$ cat config.mk
export PLATFORM = sky130hd
export DESIGN_NAME = fsm_out_framer
export DESIGN_NICKNAME = d
export VERILOG_FILES = /design/src/rtl/fsm_out_pkg.sv /design/src/rtl/fsm_out_fifo.sv /design/src/rtl/fsm_out_framer.sv
export SDC_FILE = /design/constraint.sdc
export NUM_CORES = 1
export LEC_CHECK = 0
export ABC_AREA = 0
export BUFFER_PORTS_ARGS = -buffer_cell sky130_fd_sc_hd__buf_2
export CAP_MARGIN = 20
export CORE_UTILIZATION = 59
export CTS_CLUSTER_SIZE = 30
export DETAILED_ROUTE_END_ITERATION = 10
export PLACE_DENSITY = 0.77
export SETUP_SLACK_MARGIN = 0.3
export SLEW_MARGIN = 20
export SYNTH_ARGS = -nofsm -noshare
export SYNTH_HDL_FRONTEND = slang
export SYNTH_HIERARCHICAL = 1
export SYNTH_SLANG_ARGS = --single-unit
$ cat constraint.sdc
create_clock -name clk -period 2.75 [get_ports clk]
set_input_delay 0.275 -clock clk [delete_from_list [all_inputs] [get_ports clk]]
set_output_delay 0.275 -clock clk [all_outputs]
set_load 0.005 [all_outputs]
$ cat src/rtl/fsm_out_pkg.sv
// Shared encodings and defaults for the serial-output framer.
// Holds the hunt/collect state type, drop counter width and default sync word.
package fsm_out_pkg;

  localparam logic       ST_HUNT      = 1'b0;
  localparam logic       ST_COLLECT   = 1'b1;
  localparam int         DROP_W       = 8;
  localparam logic [7:0] SYNC_PAT_DEF = 8'hB1;

  typedef enum logic {
    S_HUNT    = ST_HUNT,
    S_COLLECT = ST_COLLECT
  } state_t;

endpackage

$ cat src/rtl/fsm_out_fifo.sv
// Word FIFO, wrap-bit pointers; a push is visible on o_dout the cycle after it is written.
// A push into a full FIFO is accepted only when a pop happens in the same cycle.
module fsm_out_fifo #(
  parameter int WIDTH = 8,
  parameter int DEPTH = 4
) (
  input  logic                       clk,
  input  logic                       reset,
  input  logic                       i_push,
  input  logic [WIDTH-1:0]           i_din,
  input  logic                       i_pop,
  output logic [WIDTH-1:0]           o_dout,
  output logic                       o_empty,
  output logic [$clog2(DEPTH):0]     o_count
);

  localparam int AW = $clog2(DEPTH);

  logic [AW:0]      r_wr_ptr;
  logic [AW:0]      r_rd_ptr;
  logic [WIDTH-1:0] r_mem [DEPTH];

  logic w_empty;
  logic w_full;
  logic w_pop;
  logic w_push;

  assign w_empty = (r_wr_ptr == r_rd_ptr);
  assign w_full  = (r_wr_ptr[AW-1:0] == r_rd_ptr[AW-1:0]) && (r_wr_ptr[AW] != r_rd_ptr[AW]);
  assign w_pop   = i_pop && !w_empty;
  assign w_push  = i_push && (!w_full || w_pop);

  always_ff @(posedge clk or negedge reset) begin
    if (!reset) begin
      r_wr_ptr <= '0;
      r_rd_ptr <= '0;
      for (int i = 0; i < DEPTH; i++) r_mem[i] <= '0;
    end else begin
      if (w_push) begin
        r_mem[r_wr_ptr[AW-1:0]] <= i_din;
        r_wr_ptr                <= r_wr_ptr + 1'b1;
      end
      if (w_pop) r_rd_ptr <= r_rd_ptr + 1'b1;
    end
  end

  assign o_dout  = r_mem[r_rd_ptr[AW-1:0]];
  assign o_empty = w_empty;
  assign o_count = r_wr_ptr - r_rd_ptr;

endmodule

$ cat src/rtl/fsm_out_framer.sv
// Hunts a sync word in a serial stream, then deserialises FRAME_WORDS words MSB first into a FIFO.
// Words appear one edge after their last bit; a word meeting a full FIFO with no pop is dropped and counted.
module fsm_out_framer
  import fsm_out_pkg::*;
#(
  parameter int                WORD_W      = 8,
  parameter int                SYNC_W      = 8,
  parameter logic [SYNC_W-1:0] SYNC_PAT    = SYNC_W'(SYNC_PAT_DEF),
  parameter int                FRAME_WORDS = 2,
  parameter int                FIFO_DEPTH  = 4
) (
  input  logic              clk,
  input  logic              reset,
  input  logic              bit_in,
  input  logic              bit_vld,
  output logic [WORD_W-1:0] out_data,
  output logic              out_valid,
  input  logic              out_ready,
  output logic              locked,
  output logic [DROP_W-1:0] drop_cnt
);

  localparam int BC_W  = $clog2(WORD_W);
  localparam int WC_W  = $clog2(FRAME_WORDS + 1);
  localparam int CNT_W = $clog2(FIFO_DEPTH) + 1;

  state_t            r_state;
  logic [SYNC_W-1:0] r_hist;
  logic [WORD_W-1:0] r_word;
  logic [BC_W-1:0]   r_bit_cnt;
  logic [WC_W-1:0]   r_word_cnt;
  logic [DROP_W-1:0] r_drop_cnt;

  logic [SYNC_W-1:0] w_hist_next;
  logic [WORD_W-1:0] w_word_next;
  logic              w_word_done;
  logic              w_frame_done;
  logic              w_pop;
  logic              w_drop;
  logic              w_empty;
  logic [CNT_W-1:0]  w_count;

  assign w_hist_next  = {r_hist[SYNC_W-2:0], bit_in};
  assign w_word_next  = {r_word[WORD_W-2:0], bit_in};
  assign w_word_done  = bit_vld && (r_state == S_COLLECT) && (r_bit_cnt == BC_W'(WORD_W - 1));
  assign w_frame_done = w_word_done && (r_word_cnt == WC_W'(FRAME_WORDS - 1));
  assign w_pop        = out_valid && out_ready;
  // A pop in the same cycle frees the slot, so only a full FIFO without a pop loses the word.
  assign w_drop       = w_word_done && !w_pop && (w_count == CNT_W'(FIFO_DEPTH));

  always_ff @(posedge clk or negedge reset) begin
    if (!reset) begin
      r_state    <= S_HUNT;
      r_hist     <= '0;
      r_word     <= '0;
      r_bit_cnt  <= '0;
      r_word_cnt <= '0;
      r_drop_cnt <= '0;
    end else begin
      if (w_drop && (r_drop_cnt != '1)) r_drop_cnt <= r_drop_cnt + 1'b1;
      if (bit_vld) begin
        case (r_state)
          S_HUNT: begin
            r_hist <= w_hist_next;
            if (w_hist_next == SYNC_PAT) begin
              r_state    <= S_COLLECT;
              r_bit_cnt  <= '0;
              r_word_cnt <= '0;
            end
          end
          S_COLLECT: begin
            r_word <= w_word_next;
            if (w_word_done) begin
              r_bit_cnt <= '0;
              if (w_frame_done) begin
                r_state    <= S_HUNT;
                r_hist     <= '0;
                r_word_cnt <= '0;
              end else begin
                r_word_cnt <= r_word_cnt + 1'b1;
              end
            end else begin
              r_bit_cnt <= r_bit_cnt + 1'b1;
            end
          end
        endcase
      end
    end
  end

  fsm_out_fifo #(
    .WIDTH (WORD_W),
    .DEPTH (FIFO_DEPTH)
  ) u_fifo (
    .clk     (clk),
    .reset   (reset),
    .i_push  (w_word_done),
    .i_din   (w_word_next),
    .i_pop   (out_ready),
    .o_dout  (out_data),
    .o_empty (w_empty),
    .o_count (w_count)
  );

  assign out_valid = !w_empty;
  assign locked    = (r_state == S_COLLECT);
  assign drop_cnt  = r_drop_cnt;

endmodule

==> impl_results.md, run 1 <==
- Initial antenna violation count: 0
- CTS tree: built
- DR WL/cell: around 16 µm
- Final antenna-violating net count: 0
- Die Ht: 74.3 µm
- Detailed Place HPWL: approximately 3300 µm
- Clock slew at reported path FFs: 60 ps
- Psw: approximately 0.63 mW
- Top cell by count, worst path: inv_2
- Pint: 1.66 mW
- Clk pwr share: 0.326
- Die W: 74.3 µm
- Power per cell area: 645 nW/µm²
- Share of layout cells above drive strength 1: 0.419
- Worst path bufs/invs: 4
- Main synth FF type: dfrtp_1
- Tcrit/Tclk final: 0.901
- Uppermost layer routed: met4
- Total power: 2.30 mW
- Share of synthesized registers carrying an async set or reset: 1.00
- Net Sw Frac: 0.277
- Count of different cell masters after synthesis: 32
- Crit Reg-Reg Endpoint: drop_cnt[0]
- Crit-path cells: inv_2 -> ha_4 -> fa_2 -> inv_2 -> or3b_1 -> a211o_1 -> a31oi_4 -> buf_4 -> buf_6 -> xor2_1
- Total wire length: 5310 µm
- Pins Over Slew Limit: 0
- # setup viols final: 0
- DR vias/cell: 5.60
- DRC violations left: 0
- Req. time, crit path: about 3000 ps
- Sequential-to-total area share from yosys stat: 0.535
- Final Hold Viols: 0
- Tmin final: 2480 ps
- Post-Syn Nets: roughly 230
- Total track usage: 0.215
- Design area: 3560 µm²
- Cell area after synthesis: 3090 µm²
- Global-route wire length before repair: 8530 µm
- Reg power frac: 0.470
- Initial core utilization: 0.632
- Top Family by Delay on Critical Path: adder cells
- Final Worst Setup Slack: 272 ps
- Most common cell after layout, fill and taps aside: dfrtp_1
- Combinational power share: 0.204
- H-tree depth: 3
- Reg2reg path depth: 10
- Clock Tree Buf Depth: 2
- Yosys reg bits: 66
- Final clock skew: 9.42 ps
- Met3 routed WL: about 170 µm
- IO buf count: 22
- Critical Path Source Type: register
- Crit path kind: register to register
- Leakage Power: 1.81 nW
- Gp weighted congestion: 0.768
- Post-route setup TNS: 0 ps
- Synth Area per Inst: 14.4 µm²
- Area grow syn2layout: 15.4%
- Crit. Startpoint: u_fifo/r_wr_ptr[0]
- HP Start: out_ready
- R2r setup slk: 270 ps
- Worst path max stage delay: 520 ps
- CTS root buf: clkbuf_8
- Worst path arrival time: 2720 ps
- Most frequent cells in the layout: dfrtp_1 (66), mux2_2 (42), buf_2 (22)
- Slowest CP cell: fa_2
- Hold path endpoint: u_fifo/r_rd_ptr[2]
- Worst-margin pin slew: 527 ps
- Vias in the first global route: 1777
- R2R Path Start: u_fifo/r_wr_ptr[0]
- Core ar.: 4880 µm²
- Total CTS buffers: 9
- HP Class: input pin to register
- # IOs: 23
- Hold-critical path depth: 3
- CP max FO: 7
- Clk Latency, worst-skew pair: between 300 and 400 ps
- Post-synth EDFFs: 0
- Pre-antenna DRT Iters: 4
- Synth warn: 6
- Fmax: 404 MHz
- Largest net degree at the start of global routing: 67
- Die ar.: 5520 µm²
- Rows: 25
- Dpl ws: approximately 180 ps
- Status: complete, no violations
- Met1 WL: 2460 µm
- Placed Instance Area: 3300 µm²
- Nets@finish: 271
- Antenna diodes: 0
- Max-cap violation count: 0
- Fillers: 341
- Unrepaired setup endpoints after global routing: true
- Element type at the critical path end: register
- Synthesized instance count: 215
- Max_slew headroom: 0.647
- Via count: 1832
- VDD IR max: 0.000505 V
- Initial DRC count: 66
- CTS sink cnt: 66
- Remaining Overflow, GRT: 0
- Metal2 WL: 2660 µm
timing repair:
action	CTS	global route
gates cloned	0	0
pin swaps	4	5
gates resized for setup	3	2
setup endpoints to repair	7	8
endpoints found under the hold margin	66	0
setup buffers	4	3
hold buffers	1	0
cells by family (layout without fill, tap and decap cells):
family,Yosys count,after routing,share of synthesized area
muxes,52,52,0.219
DFF,66,66,0.535
and+or+nand+nor,36,36,0.0637
AOI/OAI and AO/OA,25,25,0.0803
xor gates and xnor gates,11,11,0.0373
buffers and inverters,14,59,0.0178
adders and majority gates,11,11,0.0470
cells in the mapped netlist, drive strengths merged (4+ instances only):
| cell | number | area share |
|---|---|---|
| a22o | 7 | 0.020 |
| and3 | 4 | 0.0085 |
| dfrtp | 66 | 0.54 |
| ha | 10 | 0.041 |
| inv | 10 | 0.012 |
| mux2 | 43 | 0.16 |
| mux4 | 8 | 0.058 |
| nand2 | 16 | 0.019 |
| nand3 | 6 | 0.011 |
| o21ai | 7 | 0.011 |
| xnor2 | 10 | 0.034 |
state kept, by name, summed over array words and instances, names as in the netlist:
signal,flops
u_fifo/r_mem,32
drop_cnt,8
r_hist,7
r_word,7
r_bit_cnt,3
u_fifo/r_rd_ptr,3
u_fifo/r_wr_ptr,3
r_word_cnt,2
locked,1
layout make-up:
cell class	instances	area (µm²)	share of cell area
clock buffer	13	139	0.0390
clock inverter	3	40.0	0.0112
inverter	10	37.5	0.0105
multi-input combinational	135	1400	0.392
sequential	66	1650	0.464
tap	67	83.8	0.0235
timing repair buffer	33	211	0.0594
routing by layer:
| layer | up-vias | GRT usage |
|---|---|---|
| met1 | 937 | 0.286 |
| met4 | 0 | 0.0587 |
| met2 | 28 | 0.336 |
| li1 | 865 | - |
| met5 | - | 0 |
| met3 | 2 | 0.0786 |
worst register-to-register path, delay by kind of cell, from the launching register on:
family	cells	cell delay, ps
buffers and inverters	4	360
AO/OA/AOI/OAI	2	520
adder cells (fa/ha/maj)	2	680
XOR/XNOR	1	150
AND/OR/NAND/NOR	1	330
flip-flops	1	370
power by group through the flow:
stage               sequential (mW)  combinational (mW)  clock (mW)
CTS                            1.08               0.470       0.774
global placement               1.09               0.445           0
detailed placement             1.09               0.453           0
floorplan                      1.08               0.336           0
global route                   1.08               0.523       0.814
finish                         1.08               0.468       0.749
worst max-delay path by stage:
| stage | end | slack (ps) | cells after the start |
|---|---|---|---|
| after floorplan | drop_cnt[1] | 310 | 8 |
| after global placement | drop_cnt[1] | 230 | 8 |
| after detailed placement | drop_cnt[1] | 180 | 8 |
| after CTS | drop_cnt[1] | 280 | 8 |
| after global routing | drop_cnt[0] | 180 | 10 |
| final | drop_cnt[0] | 270 | 10 |
through the flow:
stage | std cells | hold slack [ps] | utilization
global placement | 303 | 321 | 0.676
floorplan | 215 | -20.6 | -
global route | 327 | 257 | 0.730
detailed placement | 303 | 318 | 0.676
CTS | 324 | 225 | 0.724
finish | 327 | 249 | 0.730
Power figures use the tool's default switching activity.
==> inputs of run 2 (changes only) <==
--- a/config.mk
+++ b/config.mk
@@ -8,10 +8,12 @@
 export ABC_AREA = 0
 export BUFFER_PORTS_ARGS = -buffer_cell sky130_fd_sc_hd__buf_2
 export CAP_MARGIN = 20
-export CORE_UTILIZATION = 59
+export CELL_PAD_IN_SITES_DETAIL_PLACEMENT = 1
+export CELL_PAD_IN_SITES_GLOBAL_PLACEMENT = 1
+export CORE_UTILIZATION = 50
 export CTS_CLUSTER_SIZE = 30
 export DETAILED_ROUTE_END_ITERATION = 10
-export PLACE_DENSITY = 0.77
+export PLACE_DENSITY = 0.78
 export SETUP_SLACK_MARGIN = 0.3
 export SLEW_MARGIN = 20
 export SYNTH_ARGS = -nofsm -noshare
==> run 2 against run 1 <==
The flow now finishes with violations (hold timing); final cell count increased by 2.1%; first-iteration DRC count decreased by 3.0%; wire length grew 24%; combinational power grew 9.8%; via count grew 3.9%; largest cell class unchanged; sequential cell count unchanged; global-route usage up 1.5 points.
==> impl_results.md, run 2 (same netlist as run 1, synthesis figures left out) <==
- Fillers: 575 (was 341)
- Final Hold Viols: 5 (was 0)
- Dpl ws: 131 ps (was 176 ps)
- Tmin final: 2490 ps (was 2480 ps)
- Post-CTS Hold Buffers: 0 (was 1)
- # IOs: 23 (unchanged)
- Most flops, register: u_fifo/r_mem (unchanged)
- Placed Instance Area: 3320 µm² (was 3300 µm²)
- DR WL/cell: 19.6 µm (was 16.2 µm)
- Total track usage: 0.230 (was 0.215)
- VDD IR max: 0.000375 V (was 0.000505 V)
- Worst path bufs/invs: 1 (was 4)
- Initial core utilization: 0.521 (was 0.632)
- Die ar.: 6490 µm² (was 5520 µm²)
- Rows: 28 (was 25)
- CTS root buf: clkbuf_8 (unchanged)
- Element type at the critical path end: register (unchanged)
- Top Family by Delay on Critical Path: compound AO/OA/AOI/OAI gates (was adder cells)
- Core ar.: 5920 µm² (was 4880 µm²)
- Share of layout cells above drive strength 1: 0.440 (was 0.419)
- Post-route setup TNS: 0 ps (unchanged)
- CTS sink cnt: 66 (unchanged)
- Vias in the first global route: 2069 (was 1777)
- Total CTS buffers: 9 (unchanged)
- Clk Latency, worst-skew pair: 330 ps (about the same)
- Pre-antenna DRT Iters: 4 (unchanged)
- Power per cell area: 716 nW/µm² (was 645 nW/µm²)
- Most frequent cells in the layout: dfrtp_1 (64), mux2_2 (42), buf_2 (22) (was dfrtp_1 (66), mux2_2 (42), buf_2 (22))
- Nets@finish: 270 (was 271)
- Max reg flops: 32 (unchanged)
- Worst path max stage delay: 390 ps (was 520 ps)
- R2R Path Start: u_fifo/r_wr_ptr[0] (unchanged)
- Final Util: 0.614 (was 0.730)
- Area grow syn2layout: 17.9% (was 15.4%)
- Pins Over Slew Limit: 0 (unchanged)
- Design area: 3640 µm² (was 3560 µm²)
- Antenna diodes: 0 (unchanged)
- Leakage Power: 1.84 nW (was 1.81 nW)
- Die W: 80.6 µm (was 74.3 µm)
- Initial antenna violation count: 0 (unchanged)
- Fmax: 402 MHz (was 404 MHz)
- Global-route wire length before repair: 10700 µm (was 8530 µm)
- CP max FO: 8 (was 7)
- Worst path arrival time: 2710 ps (was 2720 ps)
- Remaining Overflow, GRT: 0 (unchanged)
- Die Ht: 80.6 µm (was 74.3 µm)
- Largest net degree at the start of global routing: 38 (was 67)
- Clock Tree Buf Depth: 2 (unchanged)
- # setup viols final: 0 (unchanged)
- Worst-margin pin slew: 723 ps (was 527 ps)
- DR vias/cell: 5.70 (was 5.60)
- Slowest CP cell: fa_1 (was fa_2)
- Unrepaired setup endpoints after global routing: true (unchanged)
- Via count: 1903 (was 1832)
- Most common cell after layout, fill and taps aside: dfrtp_1 (unchanged)
- IO buf count: 22 (unchanged)
- Initial DRC count: 64 (was 66)
- Crit. Startpoint: u_fifo/r_wr_ptr[0] (unchanged)
- Tcrit/Tclk final: 0.905 (was 0.901)
- Final antenna-violating net count: 0 (unchanged)
- Gp weighted congestion: 0.760 (was 0.768)
- HP Class: input pin to asynchronous set/reset pin (was input pin to register)
- Req. time, crit path: 2970 ps (was 2990 ps)
- Critical Path Source Type: register (unchanged)
- CTS tree: built (unchanged)
- Total wire length: 6560 µm (was 5310 µm)
- Max_slew headroom: 0.518 (was 0.647)
- Violated checks: hold timing
- DRC violations left: 0 (unchanged)
- Final clock skew: 5.66 ps (was 9.42 ps)
- Clock slew at reported path FFs: 80 ps (was 60 ps)
- Detailed Place HPWL: 4200 µm (was 3300 µm)
- Status: finished, violations left (was complete, no violations)
- H-tree depth: 3 (unchanged)
- Fin Hold WS: -9.00 ps (was 249 ps)
- Crit-path cells: inv_2 -> ha_4 -> fa_1 -> xnor2_1 -> or3b_1 -> a211o_1 -> a31oi_4 -> mux2_4 (was inv_2 -> ha_4 -> fa_2 -> inv_2 -> or3b_1 -> a211o_1 -> a31oi_4 -> buf_4 -> buf_6 -> xor2_1)
- Crit path kind: register to register (unchanged)
- Final Worst Setup Slack: 262 ps (was 272 ps)
- Max-cap violation count: 0 (unchanged)
-- run 2: stage by stage --
stage                     total power, mW  cells  hold slack, ps
after CTS                            2.63    332            2.44
final                                2.60    334           -9.00
after global placement               1.55    312             369
after floorplan                      1.42    215           -20.6
after global routing                 2.72    334            28.8
after detailed placement             1.58    312             367
-- run 2: final timing paths --
check,end,slack (ps),cells past startpoint
setup / recovery,drop_cnt[1],260,8
hold / removal,locked,-9,1
setup reg to reg,drop_cnt[1],260,8
hold reg to reg,drop_cnt[6],500,1
max in group asynchronous,u_fifo/r_mem[20],2120,2
min in group clk,r_bit_cnt[1],250,3
-- run 2: routing by layer --
metal	wire, µm	vias up	track usage	share of wire
li1	-	865	-	-
met1	3120	1006	0.317	0.48
met2	3180	24	0.358	0.49
met3	138	8	0.0477	0.021
met4	119	0	0.0821	0.018
met5	0	-	0	0
-- run 2: power breakdown --
part | total, mW | internal (mW) | leakage, nW | switching, mW
registers | 1.08 | 1.02 | 0.904 | 0.0544
logic | 0.514 | 0.237 | 0.814 | 0.277
clock network | 1.02 | 0.628 | 0.119 | 0.387
total | 2.60 | 1.89 | 1.84 | 0.718
-- run 2: timing repair --
item | in CTS | in global routing
endpoints found under the setup margin | 8 | 8
pin swaps | 8 | 5
resized for setup | 4 | 1
setup buffers | 4 | 2
-- run 2: worst reg2reg max path, cell delays in order (launching register included) --
cell and delay (ps):
dfrtp_2 380, inv_2 60, ha_4 150, fa_1 390, xnor2_1 150, or3b_1 360, a211o_1 280, a31oi_4 280
mux2_4 330
-- run 2: cell type report --
type                    count  area [µm²]  share of cell area
clock buffers              10         138              0.0378
clock inverters             6         114              0.0313
inverters                  10        37.5              0.0103
multi-input cells         135        1400               0.386
flip-flops and latches     66        1650               0.455
well taps                  75        93.8              0.0258
repair buffers             32         198              0.0544
==> inputs of run 3 (changes only) <==
--- a/config.mk
+++ b/config.mk
@@ -10,10 +10,11 @@
 export CAP_MARGIN = 20
 export CELL_PAD_IN_SITES_DETAIL_PLACEMENT = 1
 export CELL_PAD_IN_SITES_GLOBAL_PLACEMENT = 1
-export CORE_UTILIZATION = 50
+export CORE_UTILIZATION = 25
+export CTS_BUF_LIST = sky130_fd_sc_hd__clkbuf_8
 export CTS_CLUSTER_SIZE = 30
 export DETAILED_ROUTE_END_ITERATION = 10
-export PLACE_DENSITY = 0.78
+export PLACE_DENSITY = 0.44
 export SETUP_SLACK_MARGIN = 0.3
 export SLEW_MARGIN = 20
 export SYNTH_ARGS = -nofsm -noshare
==> run 3 against run 2 <==
The run now ends clean; clock skew hardly changed; core utilization fell by 31 points; sequential share of layout area shrank 0.64 points; register-to-register slack about the same; sequential cell count is the same; critical endpoint unchanged; largest cell class unchanged.
==> impl_results.md, run 3 (same netlist as run 1, synthesis figures left out) <==
- Crit path kind: register to register (unchanged)
- Die ar.: 12800 µm² (was 6490 µm²)
- Antenna diodes: 0 (unchanged)
- Via count: 1871 (was 1903)
- Max_slew headroom: 0.643 (was 0.518)
- CTS sink cnt: 66 (unchanged)
- Detailed Place HPWL: 4430 µm (was 4200 µm)
- Dpl ws: 104 ps (was 131 ps)
- Core ar.: 12000 µm² (was 5920 µm²)
- Share of layout cells above drive strength 1: 0.431 (was 0.440)
- Unrepaired setup endpoints after global routing: true (unchanged)
- Initial antenna violation count: 0 (unchanged)
- Clock slew at reported path FFs: 70 ps (was 80 ps)
- Final Util: 0.307 (was 0.614)
- Area grow syn2layout: 19.4% (was 17.9%)
- Worst path arrival time: 2720 ps (was 2710 ps)
- CTS root buf: clkbuf_8 (unchanged)
- Total track usage: 0.122 (was 0.230)
- Most frequent cells in the layout: dfrtp_1 (66), mux2_2 (42), buf_2 (22) (was dfrtp_1 (64), mux2_2 (42), buf_2 (22))
- Top Family by Delay on Critical Path: adder cells (was compound AO/OA/AOI/OAI gates)
- Nets@finish: 271 (was 270)
- H-tree depth: 3 (unchanged)
- Most flops, register: u_fifo/r_mem (unchanged)
- Tmin final: 2490 ps (about the same)
- Die Ht: 113 µm (was 80.6 µm)
- DR WL/cell: 16.9 µm (was 19.6 µm)
- Crit Reg-Reg Endpoint: drop_cnt[1] (unchanged)
- Pins Over Slew Limit: 0 (unchanged)
- Rows: 40 (was 28)
- Initial DRC count: 37 (was 64)
- Pre-antenna DRT Iters: 4 (unchanged)
- R2r setup slk: 260 ps (about the same)
- Initial core utilization: 0.257 (was 0.521)
- Worst-margin pin slew: 534 ps (was 723 ps)
- Most common cell after layout, fill and taps aside: dfrtp_1 (unchanged)
- CTS tree: built (unchanged)
- # setup viols final: 0 (unchanged)
- Worst setup endpoint: drop_cnt[1] (unchanged)
- Total wire length: 6870 µm (was 6560 µm)
- Element type at the critical path end: register (unchanged)
- Gp weighted congestion: 0.691 (was 0.760)
- Fin Hold WS: 226 ps (was -9.00 ps)
- Die W: 113 µm (was 80.6 µm)
- R2R Path Start: u_fifo/r_wr_ptr[0] (unchanged)
- Post-route setup TNS: 0 ps (unchanged)
- CP max FO: 8 (unchanged)
- Power per cell area: 668 nW/µm² (was 716 nW/µm²)
- VDD IR max: 0.000201 V (was 0.000375 V)
- HP Class: input pin to register (was input pin to asynchronous set/reset pin)
- Max-cap violation count: 0 (unchanged)
- Max reg flops: 32 (unchanged)
- Status: complete, no violations (was finished, violations left)
- Cell count along the critical path: 8 (unchanged)
- Final clock skew: 5.94 ps (was 5.66 ps)
- Final Hold Viols: 0 (was 5)
- Vias in the first global route: 2019 (was 2069)
- Tcrit/Tclk final: 0.905 (about the same)
- Fmax: 402 MHz (about the same)
- Slowest CP cell: fa_2 (was fa_1)
- Total CTS buffers: 9 (unchanged)
- Final antenna-violating net count: 0 (unchanged)
- Reg2reg path depth: 8 (unchanged)
- IO buf count: 22 (unchanged)
- Worst path max stage delay: 520 ps (was 390 ps)
- Leakage Power: 1.82 nW (was 1.84 nW)
- Remaining Overflow, GRT: 0 (unchanged)
- Global-route wire length before repair: 11400 µm (was 10700 µm)
- Crit. Startpoint: u_fifo/r_wr_ptr[0] (unchanged)
- Top cell by count, worst path: inv_2
- Largest net degree at the start of global routing: 67 (was 38)
- Clk Latency, worst-skew pair: 350 ps (was 330 ps)
- DRC violations left: 0 (unchanged)
- Fillers: 1282 (was 575)
- Critical Path Source Type: register (unchanged)
- Req. time, crit path: 2980 ps (was 2970 ps)
- # IOs: 23 (unchanged)
- Clock Tree Buf Depth: 2 (unchanged)
- DR vias/cell: 4.60 (was 5.70)
- Final Worst Setup Slack: 261 ps (was 262 ps)
- Crit-path cells: inv_2 -> ha_4 -> fa_2 -> inv_2 -> or3b_1 -> a211o_1 -> a31oi_4 -> mux2_4 (was inv_2 -> ha_4 -> fa_1 -> xnor2_1 -> or3b_1 -> a211o_1 -> a31oi_4 -> mux2_4)
- Total power: 2.46 mW (was 2.60 mW)
- Worst path bufs/invs: 2 (was 1)
## run 3: repair_timing
item	CTS	global route
gates resized for setup	3	1
endpoints found under the hold margin	66	0
hold buffers	1	0
setup endpoints to repair	8	8
setup buffers	4	1
pin swaps	9	7
## run 3: worst min-delay path by stage
stage / startpoint / cells past startpoint / end
after global placement: reset / 2 / u_fifo/r_mem[30]
after detailed placement: reset / 2 / u_fifo/r_mem[22]
after global routing: bit_vld / 2 / r_word_cnt[1]
after floorplan: reset / 0 / drop_cnt[0]
final: bit_vld / 2 / r_word_cnt[1]
after CTS: bit_vld / 3 / r_bit_cnt[1]
## run 3: final cells by class
type	count	area (µm²)	share of cell area
Timing Repair Buffer	33	208	0.0564
Inverter	10	37.5	0.0102
Sequential cell	66	1650	0.448
Clock buffer	11	151	0.0411
Multi-Input combinational cell	135	1400	0.379
Clock inverter	5	53.8	0.0146
Tap cell	147	184	0.0499
## run 3: power by group
part | internal, mW | total, mW | switching, mW
logic | 0.242 | 0.526 | 0.284
registers | 1.02 | 1.08 | 0.0591
clock network | 0.463 | 0.856 | 0.392
total | 1.73 | 2.46 | 0.736
## run 3: metrics by stage
| stage | instances | instance area [µm²] |
|---|---|---|
| detailed placement | 385 | 3420 |
| finish | 407 | 3680 |
| CTS | 406 | 3680 |
| global placement | 385 | 3420 |
| floorplan | 215 | 3090 |
| global route | 407 | 3680 |
## run 3: routing by layer
layer / GRT usage / vias up / part of all wire
met5: 0 / - / 0
met3: 0.0225 / 12 / 0.025
met2: 0.167 / 24 / 0.42
met1: 0.177 / 969 / 0.53
met4: 0.0737 / 0 / 0.026
li1: - / 866 / -
